<file path="src/rtl/pc_next_unit.sv">
// Fetch-side PC register and next-PC selection: sequential, branch, jump,
// register jump, exception entry and ERET return, plus fetch fault and taken-branch count.
module pc_next_unit #(
    parameter logic [31:0] RESET_PC   = 32'h0000_3000,
    parameter logic [31:0] EXC_ENTRY  = 32'h0000_4180,
    parameter logic [31:0] IMEM_BASE  = 32'h0000_3000,
    parameter logic [31:0] IMEM_BYTES = 32'h0000_4000,
    parameter int          CNT_W      = 16
) (
    input  logic             clk,
    input  logic             reset,
    input  logic             stall,
    input  logic             req,
    input  logic             eret,
    input  logic [31:0]      epc,
    input  logic [31:0]      d_pc,
    input  logic [2:0]       npc_op,
    input  logic [2:0]       br_type,
    input  logic [31:0]      rs_data,
    input  logic [31:0]      rt_data,
    input  logic [25:0]      imm26,
    output logic [31:0]      f_pc,
    output logic [31:0]      npc,
    output logic             br_taken,
    output logic             f_exc_adel,
    output logic [CNT_W-1:0] br_cnt
);

    typedef enum logic [2:0] {
        OP_PC4 = 3'd0,
        OP_BR  = 3'd1,
        OP_J   = 3'd2,
        OP_JR  = 3'd3
    } npc_op_e;

    typedef enum logic [2:0] {
        BR_BEQ  = 3'd0,
        BR_BNE  = 3'd1,
        BR_BLEZ = 3'd2,
        BR_BGTZ = 3'd3,
        BR_BLTZ = 3'd4,
        BR_BGEZ = 3'd5
    } br_type_e;

    logic [31:0]      f_pc_q, f_pc_d;
    logic [CNT_W-1:0] br_cnt_q, br_cnt_d;

    logic [31:0] seq_target;
    logic [31:0] br_target;
    logic [31:0] j_target;
    logic        br_cond;
    logic        rs_neg;
    logic        rs_zero;
    logic        cnt_inc;

    assign seq_target = f_pc_q + 32'd4;
    assign br_target  = d_pc + 32'd4 + {{14{imm26[15]}}, imm26[15:0], 2'b00};
    assign j_target   = {d_pc[31:28], imm26, 2'b00};

    assign rs_neg  = rs_data[31];
    assign rs_zero = (rs_data == 32'd0);

    // NOTE: every signal driven in an always_comb gets a default on entry so
    // no path through the case leaves it unassigned and infers a latch.
    always_comb begin
        br_cond = 1'b0;
        case (br_type)
            BR_BEQ:  br_cond = (rs_data == rt_data);
            BR_BNE:  br_cond = (rs_data != rt_data);
            BR_BLEZ: br_cond = rs_neg | rs_zero;
            BR_BGTZ: br_cond = ~rs_neg & ~rs_zero;
            BR_BLTZ: br_cond = rs_neg;
            BR_BGEZ: br_cond = ~rs_neg;
            default: br_cond = 1'b0;
        endcase
    end

    assign br_taken = (npc_op == OP_BR) && br_cond;

    // Redirects from CP0 outrank stall; req wins over eret when both are up.
    always_comb begin
        npc = seq_target;
        if (reset) begin
            npc = RESET_PC;
        end else if (req) begin
            npc = EXC_ENTRY;
        end else if (eret) begin
            npc = epc;
        end else if (stall) begin
            npc = f_pc_q;
        end else begin
            case (npc_op)
                OP_BR:   npc = br_taken ? br_target : seq_target;
                OP_J:    npc = j_target;
                OP_JR:   npc = rs_data;
                default: npc = seq_target;
            endcase
        end
    end

    assign cnt_inc = br_taken && !stall && !req && !eret;

    always_comb begin
        f_pc_d   = npc;
        br_cnt_d = br_cnt_q;
        if (cnt_inc && (br_cnt_q != {CNT_W{1'b1}})) begin
            br_cnt_d = br_cnt_q + CNT_W'(1);
        end
    end

    // NOTE: state registers use non-blocking assignments so every flop samples
    // its pre-edge inputs regardless of statement order.
    always_ff @(posedge clk) begin
        if (reset) begin
            f_pc_q   <= RESET_PC;
            br_cnt_q <= '0;
        end else begin
            f_pc_q   <= f_pc_d;
            br_cnt_q <= br_cnt_d;
        end
    end

    // 33-bit unsigned window bounds so BASE+BYTES cannot overflow.
    logic [32:0] pc_ext, win_lo, win_hi;
    assign pc_ext = {1'b0, f_pc_q};
    assign win_lo = {1'b0, IMEM_BASE};
    assign win_hi = {1'b0, IMEM_BASE} + {1'b0, IMEM_BYTES};

    assign f_exc_adel = (f_pc_q[1:0] != 2'b00) || (pc_ext < win_lo) || (pc_ext >= win_hi);

    assign f_pc   = f_pc_q;
    assign br_cnt = br_cnt_q;

endmodule

</file>
<file path="config.mk">
export PLATFORM = sky130hd
export DESIGN_NAME = pc_next_unit
export DESIGN_NICKNAME = d
export VERILOG_FILES = /design/src/rtl/pc_next_unit.sv
export SDC_FILE = /design/constraint.sdc
export NUM_CORES = 1
export LEC_CHECK = 0
export CAP_MARGIN = 20
export CORE_MARGIN = 2
export CORE_UTILIZATION = 49
export CTS_CLUSTER_SIZE = 20
export DETAILED_ROUTE_END_ITERATION = 10
export PLACE_DENSITY = 0.9
export SYNTH_ARGS = -nofsm -noshare
export SYNTH_HDL_FRONTEND = slang
export SYNTH_SLANG_ARGS = --single-unit
</file>
<file path="constraint.sdc">
create_clock -name clk -period 11.4 [get_ports clk]
set_clock_uncertainty 0.05 [all_clocks]
set_input_delay 2.28 -clock clk [delete_from_list [all_inputs] [get_ports clk]]
set_output_delay 2.28 -clock clk [all_outputs]
set_load 0.01 [all_outputs]
</file>
==> flow_summary.toml <==
[outcome]
status = "finished clean"

[setup_path]
crit_slowest_cell = "clkdlybuf4s50_1"
cpPeakStageDelay_ns = 0.58
crit_arrival_ns = 6.41
rrSetupSlack_ns = 8.31
end_kind = "output pin"
cp.required_ns = 9.07
critPathMaxFanout = 6
criticalPathCategory = "in2out"
cp-start-kind = "input port"
crit_chain = "clkdlybuf4s50_1 -> ha_1 -> ha_1 -> inv_1 -> fa_1 -> nor2b_1 -> o31a_1 -> o311ai_1 -> nand3_1 -> a2111oi_2 -> o21bai_1 -> xnor2_1 -> nand3_1 -> a41oi_1 -> clkdlybuf4s50_1"

[worst_hold_path]
min_path_type = "reg2reg"

[final_layout]
antenna_cells = 0
final_core_util_pct = 71.7
fill_cells = 1055
nets = 1310
drive_above_1_share_pct = 2.95
seq_area_sq_um = 961
fin_cells = 1257
final_common_cell = "clkdlybuf4s50_1"
mostFrequentLayoutCells = "245 x clkdlybuf4s50_1, 71 x nor2_1, 69 x o21ai_0, 68 x xnor2_1, 65 x a21oi_1"
syn_to_final_growth_pct = 42.4
multi_input_area_sq_um = 5100

[grt]
grt_use_total_pct = 37.2
grt_pass1_wl_um = 41500
first_global_vias = 7693
antenna_found_initial = 0
grt_max_degree = 40
grt-ovfl-total = 0

[floorplanning]
fp.dieW_um = 118
dieArea_sq_um = 13900
die-height_um = 118
core_area_sq_um = 12700
num_rows = 41
start_util_pct = 50.3
pin_count = 247

[routing]
ant_nets = 0
drt_first_iter_violations = 1074
vias = 8057
drcViolationCount = 0
avgRoutedWirePerCell_um = 21.3
drtPass1Iterations = 9
wirelength_um = 26800
routed_via_density = 6.41

[clocking]
cts_setup_buffers = 0
holdBufCountCts = 0
insertion_delay_ns = 0.30
numCtsBuffers = 5
h-tree-depth = 2
path_clk_slew_ns = 0.07
cts_root_buf = "clkbuf_16"
cts_resized = 0
cts_tree = "yes"
clockBufferDepth = 2
clock-sinks = 48

[power]
power.density_nw_per_um2 = 77.3
finalPower_mw = 0.703
power_leakage_nw = 3.38
irDropWorstVdd_mv = 0.0676

[sta]
max-slew-margin-rel_pct = 25.0
hold_viol_final = 0
period_share_pct = 76.7
fin_setup_tns_ns = 0
finalMaxSlewViolations = 0
fin_hold_ws_ns = 0.483
tightest_slew_ns = 1.12
fmax_mhz = 114
min_period_ns = 8.74
setup_violations = 0
rsz0062_at_grt = "no"

[synth]
synth_cell_types = 74
synth_warnings = 0
ys_seq_area_share_pct = 15.1
synthArstFlopShare_pct = 0
synth_seq_cells = 48
syn-num-nets = 1095
synthFlopType = "dfxtp_1"
syn_area_per_cell_sq_um = 7.34
synth_edf_count = 0
synth_cells = 869
synth_area_sq_um = 6380

[run]
cap_violations = 0

[placed_design]
gp_congestion = 1.06
place_inst = 1248
port-buffer-count = 246
hpwl_um = 21600
## final timing paths
kind | cells past startpoint | startpoint | to
hold / removal | 2 | br_cnt[8] | br_cnt[8]
setup reg to reg | 10 | f_pc[2] | f_pc[30]
hold reg to reg | 2 | br_cnt[8] | br_cnt[8]
setup / recovery | 15 | imm26[1] | npc[25]
## critical path: cells and delay by family
family	cells	cell delay, ns
buffers and inverters	3	1.15
xor gates and xnor gates	1	0.28
adders and majority gates	3	0.68
and+or+nand+nor	3	0.53
AOI/OAI and AO/OA	5	1.51
## layout make-up
class	instances	area share, %
clock buffers	5	1.38
well taps	172	2.37
inverters	36	1.49
multi-input cells	741	56.1
flip-flops and latches	48	10.6
repair buffers	252	27.6
clock inverters	3	0.523
## per-layer routing
layer	GRT usage, %	wire length, um	vias to the layer above
met5	0	0	-
met1	48.2	10500	3649
li1	-	-	3703
met4	16.0	1230	0
met2	60.1	12100	612
met3	7.12	3050	93
## cell usage after synthesis (13+ instances only)
cell,n,area (sq um)
nand4_1,23,144
a21oi_1,65,325
a211oi_1,13,97.6
o21ai_0,69,345
inv_1,35,131
nor4_1,19,119
nand2_1,54,203
clkbuf_1,33,124
dfxtp_1,48,961
nand3_1,37,185
ha_1,60,751
a221oi_1,13,114
nor2_1,71,267
a31oi_1,19,119
xor2_1,20,175
mux2i_1,26,260
xnor2_1,68,596
nor3_1,30,150
## flip-flops by register name (all words and copies together), names as in the netlist
name and cells:
br_cnt 16, f_pc 32
## through the flow
stage          instance area, sq um  worst slack [ns]
2_1_floorplan                  6380              4.09
3_3_place_gp                   8900              2.71
3_5_place_dp                   8900              2.74
4_1_cts                        9070              2.72
5_1_grt                        9080              2.38
6_report                       9080              2.66
## report_power, final
part / total [mW] / internal [mW] / switching (mW)
clock network: 0.180 / 0.105 / 0.0753
registers: 0.185 / 0.174 / 0.0109
logic: 0.338 / 0.158 / 0.180
total: 0.703 / 0.436 / 0.266
## kinds of logic after synthesis
family | share of synthesized area [%]
AND/OR/NAND/NOR | 23.0
buffers and inverters | 5.04
XOR/XNOR | 12.1
adder cells (fa/ha/maj) | 12.1
AO/OA/AOI/OAI | 28.3
flip-flops | 15.1
multiplexers | 4.43
Note: power is estimated with default switching activity, not from simulation.
